## config.mk

```make
export PLATFORM = sky130hd
export DESIGN_NAME = prog_loader
export DESIGN_NICKNAME = d
export VERILOG_FILES = /design/src/rtl/prog_loader_pkg.sv /design/src/rtl/word_packer.sv /design/src/rtl/prog_loader.sv
export SDC_FILE = /design/constraint.sdc
export NUM_CORES = 1
export LEC_CHECK = 0
export CORE_MARGIN = 2
export CORE_UTILIZATION = 40
export DETAILED_ROUTE_END_ITERATION = 8
export GPL_TIMING_DRIVEN = 0
export PLACE_DENSITY_LB_ADDON = 0.2
export SYNTH_ARGS = -nofsm -noshare
export SYNTH_HDL_FRONTEND = slang
export SYNTH_SLANG_ARGS = --single-unit
```

## constraint.sdc

```tcl
create_clock -name CLK -period 2.6 [get_ports CLK]
set_clock_uncertainty 0.15 [all_clocks]
set_input_delay 0.26 -clock CLK [delete_from_list [all_inputs] [get_ports CLK]]
set_output_delay 0.26 -clock CLK [all_outputs]
set_load 0.01 [all_outputs]
```

## src/rtl/prog_loader_pkg.sv

```systemverilog
// Shared types and constants for the byte-serial program loader.
// The word layout matches the CPU's opcode/WA/RA1/RA2/imm field split.
package prog_loader_pkg;

  localparam int WORD_W         = 24;
  localparam int BYTE_W         = 8;
  localparam int BYTES_PER_WORD = 3;

  // Frame field constants: a count of zero is never a legal frame.
  localparam logic [BYTE_W-1:0] MIN_COUNT  = 8'd1;
  localparam logic [1:0]        LAST_PHASE = 2'(BYTES_PER_WORD - 1);

  typedef enum logic [2:0] {
    ST_IDLE,
    ST_COUNT,
    ST_PAYLOAD,
    ST_CHECK,
    ST_DONE,
    ST_ERROR
  } state_t;

endpackage

```

## src/rtl/word_packer.sv

```systemverilog
// Packs three stream bytes MSB first into one instruction word and pulses
// word_ready in the cycle after the third byte is shifted in.
module word_packer
  import prog_loader_pkg::*;
(
  input  logic              clk,
  input  logic              reset,
  input  logic              clear,
  input  logic              shift_en,
  input  logic [BYTE_W-1:0] byte_in,
  output logic [WORD_W-1:0] word,
  output logic              word_ready,
  output logic              last_byte
);

  logic [1:0] phase_q;

  assign last_byte = (phase_q == LAST_PHASE);

  always_ff @(posedge clk) begin
    if (reset) begin
      word       <= '0;
      phase_q    <= 2'd0;
      word_ready <= 1'b0;
    end else begin
      word_ready <= shift_en && last_byte;
      if (clear) begin
        phase_q <= 2'd0;
      end else if (shift_en) begin
        word    <= {word[WORD_W-BYTE_W-1:0], byte_in};
        phase_q <= last_byte ? 2'd0 : phase_q + 2'd1;
      end
    end
  end

endmodule

```

## src/rtl/prog_loader.sv

```systemverilog
// Frame receiver: count, 3*N payload bytes, XOR checksum. Writes packed words
// to instruction memory and holds the CPU in reset until a verified load.
//
// Byte handshake: a byte transfers on a rising edge where byte_valid and
// byte_ready are both high; byte_ready is registered and does not depend on
// byte_valid, and byte_data is ignored on any other edge.
module prog_loader
  import prog_loader_pkg::*;
#(
  parameter int ADDR_W = 8
) (
  input  logic              CLK,
  input  logic              reset,
  input  logic              start,
  input  logic              byte_valid,
  input  logic [7:0]        byte_data,
  output logic              byte_ready,
  output logic              imem_we,
  output logic [ADDR_W-1:0] imem_waddr,
  output logic [WORD_W-1:0] imem_wdata,
  output logic              cpu_reset,
  output logic              done,
  output logic              error,
  output logic [2:0]        state_dbg
);

  localparam int DEPTH = 1 << ADDR_W;

  state_t      state_q, state_d;
  logic [7:0]  n_q;
  logic [7:0]  word_cnt_q;
  logic [7:0]  csum_q;
  logic        accept;
  logic        count_bad;
  logic        last_byte;
  logic        load_count;
  logic        load_payload;

  assign accept       = byte_valid && byte_ready;
  assign count_bad    = (byte_data < MIN_COUNT) || (int'(byte_data) > DEPTH);
  assign load_count   = (state_q == ST_COUNT) && accept;
  assign load_payload = (state_q == ST_PAYLOAD) && accept;
  assign state_dbg    = state_q;

  word_packer u_packer (
    .clk        (CLK),
    .reset      (reset),
    .clear      (load_count),
    .shift_en   (load_payload),
    .byte_in    (byte_data),
    .word       (imem_wdata),
    .word_ready (imem_we),
    .last_byte  (last_byte)
  );

  always_comb begin
    state_d = state_q;
    case (state_q)
      ST_IDLE:    if (start) state_d = ST_COUNT;
      ST_COUNT:   if (accept) state_d = count_bad ? ST_ERROR : ST_PAYLOAD;
      ST_PAYLOAD: if (accept && last_byte && (word_cnt_q + 8'd1 == n_q)) state_d = ST_CHECK;
      ST_CHECK:   if (accept) state_d = (byte_data == csum_q) ? ST_DONE : ST_ERROR;
      ST_DONE:    if (start) state_d = ST_COUNT;
      ST_ERROR:   if (start) state_d = ST_COUNT;
      default:    state_d = ST_IDLE;
    endcase
  end

  always_ff @(posedge CLK) begin
    if (reset) begin
      state_q    <= ST_IDLE;
      byte_ready <= 1'b0;
      cpu_reset  <= 1'b1;
      done       <= 1'b0;
      error      <= 1'b0;
      n_q        <= '0;
      word_cnt_q <= '0;
      csum_q     <= '0;
      imem_waddr <= '0;
    end else begin
      state_q    <= state_d;
      byte_ready <= state_d inside {ST_COUNT, ST_PAYLOAD, ST_CHECK};
      cpu_reset  <= (state_d != ST_DONE);
      done       <= (state_d == ST_DONE);
      error      <= (state_d == ST_ERROR);
      if (load_count) begin
        n_q        <= byte_data;
        word_cnt_q <= '0;
        csum_q     <= byte_data;
        imem_waddr <= '0;
      end else begin
        if (load_payload) begin
          csum_q <= csum_q ^ byte_data;
          if (last_byte) word_cnt_q <= word_cnt_q + 8'd1;
        end
        // Step past the strobed address, but never past the frame's last word.
        if (imem_we && (word_cnt_q != n_q)) imem_waddr <= imem_waddr + 1'b1;
      end
    end
  end

endmodule

```

==> impl_metrics.toml <==
[pwr]
power_frac_comb = 0.054
p_int_mw = 1.52
pwr-share-clk = 0.437
ir_worst_vdd_uv = 422
switchingPower_mw = 0.500
switching_share = 0.247
finalPower_mw = 2.02
p_per_area_nw_per_um2 = 541
share_seq_of_total_power = 0.509
leakagePower_nw = 1.29

[synth]
synth.net_count = 357
async_reset_ff_frac = 0
synthAdderAreaFrac = 0.00865
netlist_area_um2 = 2890
yosysTopAreaCell = "dfxtp_1"
yosys.area_share.xor_xnor = 0.0895
synth-edff-count = 0
avgSynthCellArea_um2 = 8.44
synth_compound_area_frac = 0.166
muxShareOfSynthArea = 0.0173
synth_ff_type = "dfxtp_1"
synth_commonest_cells = "75 x nand2_1, 66 x dfxtp_1, 54 x a21oi_1"
synthCells = 343
synth_warnings = 0
synth_cell_types = 42
netlist_top_cells_area = "dfxtp_1 46%, nand2_1 9.7%, a21oi_1 9.3%"
synth_top_area_share = 0.457
yosys.cell_count.top_type = "nand2_1"
synth_top_family_by_area = "simple AND/OR/NAND/NOR gates"
synth-seq-area-share = 0.457
synth-simple-area-share = 0.224
ys_seq_elements = 66

[grt]
first_global_vias = 2390
grt_pass1_wl_um = 11300
grt_start_max_net_pins = 14
grt_usage = 0.186
antenna_found_initial = 0
globalRouteOverflowTotal = 0

[sta]
max_freq_ghz = 0.429
timing.slew.headroom = 0.366
setup_tns_ps = 0
slew_viol_final = 0
setup_viol = 0
rsz0062_at_grt = "false"
hold_violations = 0
fin_crit_sh = 0.897
fin_crit_ps = 2330
worst_slack_ps = 267
holdWs_ps = 303
worst_pin_slew_ps = 944

[clocking]
clock_path_buffers = 2
clock-sinks = 66
numCtsBuffers = 9
clkTransAtPathRegs_ps = 80
cts_resized = 0
cts_tree = "yes"
clkLatencyLatePin_ps = 350
cts-root-buf = "clkbuf_8"
cts_max_level = 3
post_cts_buffers = 0
postCtsHoldBufs = 0

[worst_setup_path]
r2r_setup_slack_ps = 270
rr_worst_depth = 9
cp-end-kind = "register"
crit_top_cell = "clkbuf_1"
r2r-start = "state_dbg[1]$_SDFF_PP0_"
crit_chain = "clkbuf_1, and4b_1, buf_6, nand2b_1, clkbuf_1, clkbuf_1, nor2_1, a32oi_1, a21oi_1"
cp-startpoint = "state_dbg[1]$_SDFF_PP0_"
worst-setup-path-type = "register to register"
worstPathRequired_ps = 2660
critPathMaxFanout = 10
slowest_stage = "clkbuf_1"
slowest_delay_ps = 450
critPathCapture = "csum_q[6]$_SDFFE_PP0P_"
crit_arrival_ps = 2400
r2r_end = "csum_q[6]$_SDFFE_PP0P_"
start_kind = "register"

[flow_run]
max-cap-violations = 0

[finish]
multi_input_area_um2 = 1460
drive_gt1_frac = 0.0854
design_area_um2 = 3730
antenna_cells = 0
areaGrowthSynthToFinish_pct = 28.9
seqCellArea_um2 = 1320
nFillCells = 713
fin_nets = 419
stdcell_count = 509
utilization = 0.523

[die]
die_w_um = 89.1
initial_core_util = 0.406
ios = 52
floorplan.rows = 31
die_h_um = 89.1
coreArea_um2 = 7140
die-area_um2 = 7930

[detailed_routing]
drt-wirelength-per-cell_um = 13.6
drt-total-wl_um = 6900
ant_nets = 0
viasPerCell = 5.05
route.vias.total = 2572
drtPass1Iterations = 4
drtIter0Drc = 145
drc = 0

[placed_design]
dp.cells = 493
pre_cts_ws_ps = 89.6
place_congestion = 0.900
placedInstanceArea_um2 = 3530
dp_hpwl_um = 4950
io_buffer_count = 51

[status]
status = "finished clean"

[worst_hold_path]
hold_path.class = "register to register"
==> power groups by stage <==
stage	Sequential [mW]	Combinational, mW	Clock, mW
2_1_floorplan	1.05	0.0579	0
3_3_place_gp	1.05	0.109	0
3_5_place_dp	1.05	0.110	0
4_1_cts	1.03	0.110	0.899
5_1_grt	1.03	0.121	0.951
6_report	1.03	0.110	0.882
==> cells by family (layout without fill, tap and decap cells) <==
logic type	after synthesis	after routing
adders and majority gates	2	2
xor gates and xnor gates	27	27
buffers and inverters	23	90
and+or+nand+nor	140	140
muxes	5	5
AOI/OAI and AO/OA	80	80
DFF	66	66
==> metal layers <==
layer / vias to the layer above / GRT usage / wire, um
met1: 1194 / 0.243 / 3340
met3: 6 / 0.0619 / 338
met2: 59 / 0.299 / 3160
met5: - / 0 / 0
met4: 0 / 0.0448 / 60
li1: 1313 / - / -
==> worst max-delay path: cells and delay by family (launching register included) <==
kind / cells / cell delay (ps)
flops: 1 / 310
buf+inv: 4 / 1060
compound gates: 2 / 270
simple gates: 3 / 410
==> flip-flops by register name, summed over array words and instances (netlist names) <==
name,count
u_packer.word,24
imem_waddr,8
byte_ready,1
done,1
csum_q,8
word_cnt_q,8
cpu_reset,1
state_dbg,3
n_q,8
u_packer.phase_q,2
error,1
u_packer.word_ready,1
==> cells in the final DEF (no fill, tap or decap), drive strengths merged, types with 2 or more instances in the layout <==
cell type / netlist / final
a211o: 3 / 3
a21oi: 54 / 54
a32oi: 8 / 8
and2: 2 / 2
and2b: 2 / 2
and3: 3 / 3
buf: 8 / 8
clkbuf: 13 / 22
clkdlybuf4s50: 0 / 51
clkinv: 0 / 3
dfxtp: 66 / 66
ha: 2 / 2
inv: 2 / 4
mux2i: 5 / 5
nand2: 75 / 75
nand2b: 3 / 3
nand3: 9 / 9
nand4: 6 / 6
nor2: 20 / 20
nor3: 5 / 5
nor4: 2 / 2
o21ai: 8 / 8
or3: 9 / 9
xnor2: 19 / 19
xor2: 8 / 8
==> worst min-delay path by stage <==
stage	start	to	slack (ps)	cells past startpoint
floorplan	byte_data[0]	u_packer.word[0]$_SDFFE_PP0P_	270	2
global placement	u_packer.word[17]$_SDFFE_PP0P_	u_packer.word[17]$_SDFFE_PP0P_	290	2
detailed placement	u_packer.word[17]$_SDFFE_PP0P_	u_packer.word[17]$_SDFFE_PP0P_	300	2
CTS	u_packer.word[17]$_SDFFE_PP0P_	u_packer.word[17]$_SDFFE_PP0P_	310	2
global route	u_packer.word[20]$_SDFFE_PP0P_	u_packer.word[20]$_SDFFE_PP0P_	320	2
finish	u_packer.word[18]$_SDFFE_PP0P_	u_packer.word[18]$_SDFFE_PP0P_	300	2
==> layout make-up <==
type	count	share of cell area
repair buffers	51	0.137
plain buffers	21	0.0278
clock inverters	7	0.0208
flip-flops and latches	66	0.354
clock buffers	9	0.0332
well taps	99	0.0332
inverters	2	0.00201
multi-input cells	254	0.392
Note: power is estimated with default switching activity, not from simulation.
